## src/rtl/tour_pkg.sv

```systemverilog
// Shared types and constants for the knight's-tour replay path:
// FSM states, command opcodes, headings, response bytes and move-bit indices.
package tour_pkg;

  typedef enum logic [2:0] {
    ST_IDLE   = 3'd0,
    ST_VERT   = 3'd1,
    ST_WAIT_V = 3'd2,
    ST_HORZ   = 3'd3,
    ST_WAIT_H = 3'd4
  } tour_state_t;

  localparam logic [3:0] OP_MOVE         = 4'h2;
  localparam logic [3:0] OP_MOVE_FANFARE = 4'h3;

  localparam logic [7:0] HEAD_N = 8'h00;
  localparam logic [7:0] HEAD_W = 8'h3F;
  localparam logic [7:0] HEAD_S = 8'h7F;
  localparam logic [7:0] HEAD_E = 8'hBF;

  localparam logic [7:0] RESP_FINAL = 8'hA5;
  localparam logic [7:0] RESP_MID   = 8'h5A;

  // Bit positions of the one-hot move word, named by (dx,dy)
  localparam int MV_B0 = 0;  // (+1,+2)
  localparam int MV_B1 = 1;  // (-1,+2)
  localparam int MV_B2 = 2;  // (-2,+1)
  localparam int MV_B3 = 3;  // (-2,-1)
  localparam int MV_B4 = 4;  // (-1,-2)
  localparam int MV_B5 = 5;  // (+1,-2)
  localparam int MV_B6 = 6;  // (+2,-1)
  localparam int MV_B7 = 7;  // (+2,+1)

endpackage

```

## src/rtl/move_decode.sv

```systemverilog
// One-hot knight move to sign/magnitude of each leg. Lowest set bit wins;
// an all-zero move decodes to zero-length north/east legs.
module move_decode
  import tour_pkg::*;
(
  input  logic [7:0] move,
  output logic       dy_neg,
  output logic [1:0] dy_mag,
  output logic       dx_neg,
  output logic [1:0] dx_mag
);

  always_comb begin
    dy_neg = 1'b0;
    dy_mag = 2'd0;
    dx_neg = 1'b0;
    dx_mag = 2'd0;
    if (move[MV_B0]) begin
      dx_mag = 2'd1;
      dy_mag = 2'd2;
    end else if (move[MV_B1]) begin
      dx_neg = 1'b1;
      dx_mag = 2'd1;
      dy_mag = 2'd2;
    end else if (move[MV_B2]) begin
      dx_neg = 1'b1;
      dx_mag = 2'd2;
      dy_mag = 2'd1;
    end else if (move[MV_B3]) begin
      dx_neg = 1'b1;
      dx_mag = 2'd2;
      dy_neg = 1'b1;
      dy_mag = 2'd1;
    end else if (move[MV_B4]) begin
      dx_neg = 1'b1;
      dx_mag = 2'd1;
      dy_neg = 1'b1;
      dy_mag = 2'd2;
    end else if (move[MV_B5]) begin
      dx_mag = 2'd1;
      dy_neg = 1'b1;
      dy_mag = 2'd2;
    end else if (move[MV_B6]) begin
      dx_mag = 2'd2;
      dy_neg = 1'b1;
      dy_mag = 2'd1;
    end else if (move[MV_B7]) begin
      dx_mag = 2'd2;
      dy_mag = 2'd1;
    end
  end

endmodule

```

## src/rtl/tour_cmd.sv

```systemverilog
// Replays the solved tour as vertical/horizontal command pairs to the command
// processor; transparent UART pass-through whenever no tour is running.
//
// state   | meaning
// IDLE    | UART pass-through, waiting for start_tour
// VERT    | presenting vertical leg, waiting for clr_cmd_rdy
// WAIT_V  | vertical leg executing, waiting for send_resp
// HORZ    | presenting horizontal leg, waiting for clr_cmd_rdy
// WAIT_H  | horizontal leg executing, waiting for send_resp
module tour_cmd
  import tour_pkg::*;
#(
  parameter int NUM_MOVES = 24
) (
  input  logic        clk,
  input  logic        rst,
  input  logic        start_tour,
  input  logic [7:0]  move,
  output logic [4:0]  mv_indx,
  input  logic [15:0] cmd_UART,
  input  logic        cmd_rdy_UART,
  output logic        clr_cmd_rdy_UART,
  output logic [15:0] cmd,
  output logic        cmd_rdy,
  input  logic        clr_cmd_rdy,
  input  logic        send_resp,
  output logic [7:0]  resp
);

  localparam logic [4:0] LAST_INDX = 5'(NUM_MOVES - 1);

  tour_state_t state;
  logic        dy_neg, dx_neg;
  logic [1:0]  dy_mag, dx_mag;
  logic [15:0] vert_cmd, horz_cmd;
  logic        last_move;

  move_decode u_move_decode (
    .move   (move),
    .dy_neg (dy_neg),
    .dy_mag (dy_mag),
    .dx_neg (dx_neg),
    .dx_mag (dx_mag)
  );

  assign last_move = (mv_indx == LAST_INDX);
  assign vert_cmd  = {OP_MOVE, (dy_neg ? HEAD_S : HEAD_N), 2'b00, dy_mag};
  assign horz_cmd  = {OP_MOVE_FANFARE, (dx_neg ? HEAD_W : HEAD_E), 2'b00, dx_mag};

  // mv_indx only moves on WAIT_H -> VERT, so cmd is stable while cmd_rdy is high
  always_ff @(posedge clk or posedge rst) begin
    if (rst) begin
      state   <= ST_IDLE;
      mv_indx <= 5'd0;
    end else begin
      case (state)
        ST_IDLE: begin
          if (start_tour) begin
            state   <= ST_VERT;
            mv_indx <= 5'd0;
          end
        end
        ST_VERT: begin
          if (clr_cmd_rdy) state <= ST_WAIT_V;
        end
        ST_WAIT_V: begin
          if (send_resp) state <= ST_HORZ;
        end
        ST_HORZ: begin
          if (clr_cmd_rdy) state <= ST_WAIT_H;
        end
        ST_WAIT_H: begin
          if (send_resp) begin
            if (last_move) begin
              state <= ST_IDLE;
            end else begin
              state   <= ST_VERT;
              mv_indx <= mv_indx + 5'd1;
            end
          end
        end
        default: state <= ST_IDLE;
      endcase
    end
  end

  always_comb begin
    cmd              = cmd_UART;
    cmd_rdy          = 1'b0;
    clr_cmd_rdy_UART = 1'b0;
    resp             = RESP_MID;
    case (state)
      ST_IDLE: begin
        cmd              = cmd_UART;
        cmd_rdy          = cmd_rdy_UART;
        clr_cmd_rdy_UART = clr_cmd_rdy;
        resp             = RESP_FINAL;
      end
      ST_VERT: begin
        cmd     = vert_cmd;
        cmd_rdy = 1'b1;
      end
      ST_WAIT_V: begin
        cmd = vert_cmd;
      end
      ST_HORZ: begin
        cmd     = horz_cmd;
        cmd_rdy = 1'b1;
      end
      ST_WAIT_H: begin
        cmd  = horz_cmd;
        resp = last_move ? RESP_FINAL : RESP_MID;
      end
      default: begin
        cmd     = cmd_UART;
        cmd_rdy = 1'b0;
      end
    endcase
  end

endmodule

```

## config.mk

```make
export PLATFORM = sky130hd
export DESIGN_NAME = tour_cmd
export DESIGN_NICKNAME = d
export VERILOG_FILES = /design/src/rtl/tour_pkg.sv /design/src/rtl/move_decode.sv /design/src/rtl/tour_cmd.sv
export SDC_FILE = /design/constraint.sdc
export NUM_CORES = 1
export LEC_CHECK = 0
export ABC_AREA = 1
export CORE_MARGIN = 5
export CORE_UTILIZATION = 31
export DETAILED_ROUTE_END_ITERATION = 16
export PLACE_DENSITY = 0.73
export RECOVER_POWER = 50
export SYNTH_ARGS = -nofsm -noshare
export SYNTH_HDL_FRONTEND = slang
export SYNTH_SLANG_ARGS = --single-unit
```

## constraint.sdc

```tcl
create_clock -name clk -period 1.55 [get_ports clk]
set_clock_uncertainty 0.2 [all_clocks]
set_input_delay 0.31 -clock clk [delete_from_list [all_inputs] [get_ports clk]]
set_output_delay 0.31 -clock clk [all_outputs]
set_load 0.03 [all_outputs]
```

Word-level counts from Yosys, hierarchy flattened
Index checks and enable logic that the tools add are counted.
W data, S select, Z words.
{ "totals": {"ff_bits": 8, "input_bits": 30, "out_inout_bits": 31} }
{ "op_classes": {"addsub": 1, "n_eq_ne": 11, "mux": 46, "n_reduce_logical": 7} }
{ "ops": {"columns": ["op", "count"], "rows": [
  ["$pmux W16 S2", 1],
  ["$mux W2", 15],
  ["$mux W8", 2],
  ["$pmux W8 S2", 1],
  ["$mux W1", 15],
  ["$mux W3", 5],
  ["$mux W5", 3],
  ["$pmux W3 S5", 1],
  ["$ne A2 B2 Y1 const B", 6],
  ["$pmux W5 S2", 1],
  ["$mux W7", 1],
  ["$eq A3 B2 Y1 const B", 2],
  ["$reduce_or A2 Y1", 3],
  ["$add A5 B1 Y5 const B", 1],
  ["$eq A5 B5 Y1 const B", 1],
  ["$reduce_and A5 Y1", 1],
  ["$reduce_and A4 Y1", 1],
  ["$eq A3 B1 Y1 const B", 1],
  ["$eq A3 B3 Y1 const B", 1],
  ["$logic_not A3 Y1", 1],
  ["$pmux W1 S2", 1],
  ["$reduce_bool A2 Y1", 1]
]} }

Depth between registers and ports, before layout
Gate-level depths: netlist of the first run.
{ "logic_depth": {"ltp_word": 9, "ltp_mapped": 9, "depth_no_buf": 9} }

Hierarchy
From an unflattened synthesis of the first run, not the netlist that was laid out.
{ "unflattened": {"cells_unflattened": 152, "area_unflattened_um2": 863.3} }
{ "by_module_without_submodules": {"columns": ["mod", "instances", "cells_per_inst", "area_per_inst_um2", "seq_area_each_um2"], "rows": [
  ["tour_cmd", 1, 130, 759.5, 200.2],
  ["move_decode", 1, 22, 103.8, 0.0]
]} }

Worst setup path before layout of the first run
No wires, ideal clock.
{ "synth_path": {"path_kind": "register to output", "from": "register mv_indx[0]", "to": "output resp[3]", "arrival_time_ns": 2.171, "t_required_ns": 1.040, "path_slack_ns": -1.131, "path_stages_with_launch": 8, "cell_sequence": "dfrtp_1 -> ha_1 -> nand2_1 -> inv_1 -> a21oi_1 -> nor2_1 -> inv_1 -> buf_4"} }
{ "synth_between": {"elab_chain_len": 3} }
{ "synth_rtl": {"columns": ["element", "line", "source"], "rows": [
  ["start, declared", "tour_cmd.sv:19", "output logic [4:0] mv_indx,"],
  ["start signal, assigned", "tour_cmd.sv:78", "mv_indx <= mv_indx + 5'd1;"],
  ["$eq A5 B5 Y1", "tour_cmd.sv:46", "assign last_move = (mv_indx == LAST_INDX);"],
  ["$mux W8", "tour_cmd.sv:112", "resp = last_move ? RESP_FINAL : RESP_MID;"],
  ["$pmux W8 S2", "tour_cmd.sv:92", "case (state)"],
  ["end, declared", "tour_cmd.sv:27", "output logic [7:0] resp"]
]} }
No other way between the ends.

Worst setup path after layout of the first run
{ "layout_path": {"from": "register state[0]", "to": "output cmd[0]"} }
{ "layout_between": {"elab_chain_len": 3} }
{ "layout_rtl": {"columns": ["element", "line", "source"], "rows": [
  ["start, declared", "tour_cmd.sv:32", "tour_state_t state;"],
  ["start signal, assigned", "tour_cmd.sv:53", "state <= ST_IDLE;"],
  ["start signal, assigned", "tour_cmd.sv:59", "state <= ST_VERT;"],
  ["start signal, assigned", "tour_cmd.sv:64", "if (clr_cmd_rdy) state <= ST_WAIT_V;"],
  ["$eq A3 B3 Y1, or another cell as far along", "tour_cmd.sv:92", null],
  ["$reduce_or A2 Y1 (no line)", null, null],
  ["$pmux W16 S2 (*)", "tour_cmd.sv:92", null],
  ["end, declared", "tour_cmd.sv:23", "output logic [15:0] cmd,"]
]} }
Every way passes the cells marked *; elsewhere a longest branch is shown, timed or not.

==> results of run 1 <==
## placed cells by master, fill, tap and decap left out, types with 2 or more instances in the layout
master and n:
sky130_fd_sc_hd__buf_6 35, sky130_fd_sc_hd__nand2_1 28, sky130_fd_sc_hd__clkdlybuf4s50_1 28, sky130_fd_sc_hd__inv_1 17, sky130_fd_sc_hd__nand2_2 7, sky130_fd_sc_hd__dfrtp_2 6
sky130_fd_sc_hd__buf_12 3, sky130_fd_sc_hd__nor2_4 10, sky130_fd_sc_hd__nor2_1 10, sky130_fd_sc_hd__nand3_4 11, sky130_fd_sc_hd__nand3_2 2, sky130_fd_sc_hd__nand4_1 2
sky130_fd_sc_hd__nand2_4 16, sky130_fd_sc_hd__dfrtp_1 2, sky130_fd_sc_hd__buf_4 30, sky130_fd_sc_hd__clkinvlp_4 2, sky130_fd_sc_hd__nand3_1 11, sky130_fd_sc_hd__inv_4 2
sky130_fd_sc_hd__inv_2 3, sky130_fd_sc_hd__clkbuf_4 3
## worst paths after layout
check,cells after the start,end,from
hold / removal,2,state[0]$_DFFE_PP0P_,rst
setup reg to reg,10,mv_indx[0]$_DFFE_PP0P_,state[0]$_DFFE_PP0P_
setup / recovery,8,cmd[0],state[0]$_DFFE_PP0P_
max in group asynchronous,2,mv_indx[4]$_DFFE_PP0P_,rst
min in group clk,3,mv_indx[4]$_DFFE_PP0P_,mv_indx[4]$_DFFE_PP0P_
hold reg to reg,3,mv_indx[4]$_DFFE_PP0P_,mv_indx[4]$_DFFE_PP0P_
## power by group through the flow
stage	Combinational, mW	Clock, mW	Sequential [mW]
floorplan	2.88	0	0.380
global placement	4.37	0	0.360
detailed placement	4.43	0	0.364
CTS	4.90	0.189	0.369
global route	5.95	0.206	0.409
finish	5.66	0.189	0.402
## sequential cells by signal, indices dropped and copies added, names as in the netlist
signal	flops
mv_indx	5
state	3
## worst max-delay path, cell delays in order (launching register included)
cell and delay, ns:
sky130_fd_sc_hd__dfrtp_2 0.49, sky130_fd_sc_hd__nor2_4 0.14, sky130_fd_sc_hd__nand2_2 0.08, sky130_fd_sc_hd__nand2_4 0.12, sky130_fd_sc_hd__buf_4 0.12, sky130_fd_sc_hd__buf_4 0.10, sky130_fd_sc_hd__nand3_1 0.14, sky130_fd_sc_hd__nand3_4 0.14
sky130_fd_sc_hd__buf_6 0.13
## through the flow
step / hold WS [ns] / instances
2_1_floorplan: -0.0747 / 147
3_3_place_gp: 0.369 / 258
3_5_place_dp: 0.386 / 258
4_1_cts: 0.0992 / 267
5_1_grt: 0.253 / 273
6_report: 0.241 / 273
## kinds of logic after synthesis
| logic type | Yosys count | share of synthesized area [%] |
|---|---|---|
| AND/OR/NAND/NOR | 100 | 53.3 |
| buffers and inverters | 31 | 17.1 |
| flip-flops | 8 | 23.4 |
| adder cells (fa/ha/maj) | 1 | 1.46 |
| AO/OA/AOI/OAI | 7 | 4.82 |
## metal layers
metal | wire [µm] | track usage, % | share of wire, % | vias to the layer above
met2 | 2340 | 32.0 | 56 | 65
met4 | 100 | 2.39 | 2.4 | 0
li1 | - | - | - | 653
met5 | 0 | 0 | 0 | -
met3 | 238 | 3.24 | 5.7 | 12
met1 | 1500 | 19.3 | 36 | 621
## repair_timing
action,in CTS,in global routing
pin swaps,3,11
gates cloned,0,1
setup endpoints to repair,31,34
hold endpoints to repair,0,0
gates resized for setup,33,32
setup buffers,5,5
## layout make-up
class,count,area share [%]
repair buffers,98,44.4
flip-flops and latches,8,9.28
inverters,24,4.58
multi-input cells,108,38.8
well taps,31,1.73
clock buffers,4,1.17
==> metrics.txt, run 1 <==
endpoint kind of the worst setup timing path output pin; Inserted Diodes 0; die height between 60 and 70 µm; starting density of the core 31.6%; Worst-Margin Slew between 0.3 and 0.4 ns; maximum number of pins on one net before global-route repair 12; Placement Rows 19; arrival time at the worst endpoint ~1.7 ns; clock insertion delay at the later pin of the skew report 0.27 ns; sequential element share of the synthesized area between 20% and 30%; Die ar. between 3000 and 4000 µm²; maximum count of clock buffers along a single path 2; Async S/R FF share, synth 100%; Post-Route Setup TNS -16.68 ns; Sw Pwr ~3.3 mW; total of max-cap violations 0; antenna-violating nets left 0; Pre-antenna DRT Iters 4; Main synth FF type sky130_fd_sc_hd__dfrtp_1; aggregate global-route resource usage approximately 17%; Routed wire per std cell 15.3 µm; share of the clock period used by the worst path after layout 144%; vias 1351; Sequential Power Share under 10%; standard cell area after detailed placement 1870 µm²; Hold Crit Class primary input to asynchronous set/reset pin; top-level I/O count just over 60; proportion of netlist area held by the largest area contributor 23.4%; distinct cell type count after synthesis 19; Detailed Place HPWL roughly 2.7 mm; Via density around 4.9; Synth Net Count 178; proportion of power drawn by combinational gates 90.6%; failing checks setup timing; buffer type at the clock tree root sky130_fd_sc_hd__clkbuf_4; final core utilization between 80% and 90%; cell type with the largest total area after synthesis sky130_fd_sc_hd__dfrtp_1; width of the die about 63 µm; Final Hold Viols 0; Clk pin slew, worst setup/hold paths 0.07 ns; final RePlAce weighted congestion 0.850; path type of the worst setup path register to output pin; Internal Dissipation 2.99 mW; Yosys warning total 0; average size of a mapped cell 5.83 µm²; global-route wire length before repair 5.57 mm; area of the multi-input gates between 800 and 900 µm²; final count of negative-setup-slack endpoints 34; WP data required 1.04 ns; worst-path fanout max 6; sum of internal, switching and leakage power 6.25 mW; clock network fraction of total power roughly 3%; initial antenna violation count 0; Total Routed Length 4.18 mm; post-route standard cell area excluding fillers ~2200 µm²; cell types with the largest area share after synthesis sky130_fd_sc_hd__dfrtp_1 23%, sky130_fd_sc_hd__nand2_1 21%, sky130_fd_sc_hd__nand3_1 13%; level count of the clock H-tree 1; worst IR drop on VDD 3.51 mV; cells after synthesis between 100 and 150; number of buffers inserted by hold repair at cts 0; fraction of layout instances using a drive strength above 1 56.6%; count leader, synth sky130_fd_sc_hd__nand2_1; filler cell count roughly 170; run status finished, violations left; relative slew slack 76.3%; most numerous cell types in the synthesized netlist 48 x sky130_fd_sc_hd__nand2_1, 23 x sky130_fd_sc_hd__nand3_1, 22 x sky130_fd_sc_hd__inv_1; vias in the first global route 1291; unrepaired setup endpoints after global routing true; clock tree sinks 8; crit path launch type register; synthesized flop and latch total 8; number of buffer cells added on primary ports 60; combined area of all synthesized cells about 860 µm²; Register-to-Register Setup Slack -0.29 ns; power per cell area 2790 nW/µm²; leakage power ~1.1 nW; Switching Share 52.2%; final critical-path required period 2.24 ns; DRC violation count after routing 0; clock tree from TritonCTS done; Worst Slack Setup Final -0.689 ns; sequential cell area in the final layout 208 µm²; CTS buffer count 3; gr ovfl total 0; Final Slew Violations 0; Final #Nets 274; count of flip-flops with a built-in enable after synthesis 0; Starting DRT DRC Count between 40 and 50; growth of design area from synthesis to finish 161%; area inside the core boundary 2710 µm²; timing-limited maximum frequency approximately 450 MHz; Setup WS pre-CTS -0.517 ns
Note: power is estimated with default switching activity, not from simulation.
==> run 2, diff against run 1 <==
--- a/config.mk
+++ b/config.mk
@@ -11,6 +11,7 @@
 export DETAILED_ROUTE_END_ITERATION = 16
 export PLACE_DENSITY = 0.73
 export RECOVER_POWER = 50
+export SLEW_MARGIN = 40
 export SYNTH_ARGS = -nofsm -noshare
 export SYNTH_HDL_FRONTEND = slang
 export SYNTH_SLANG_ARGS = --single-unit
==> results of run 2 <==
The final DEF is identical to that of run 1; final timing and power are the same.
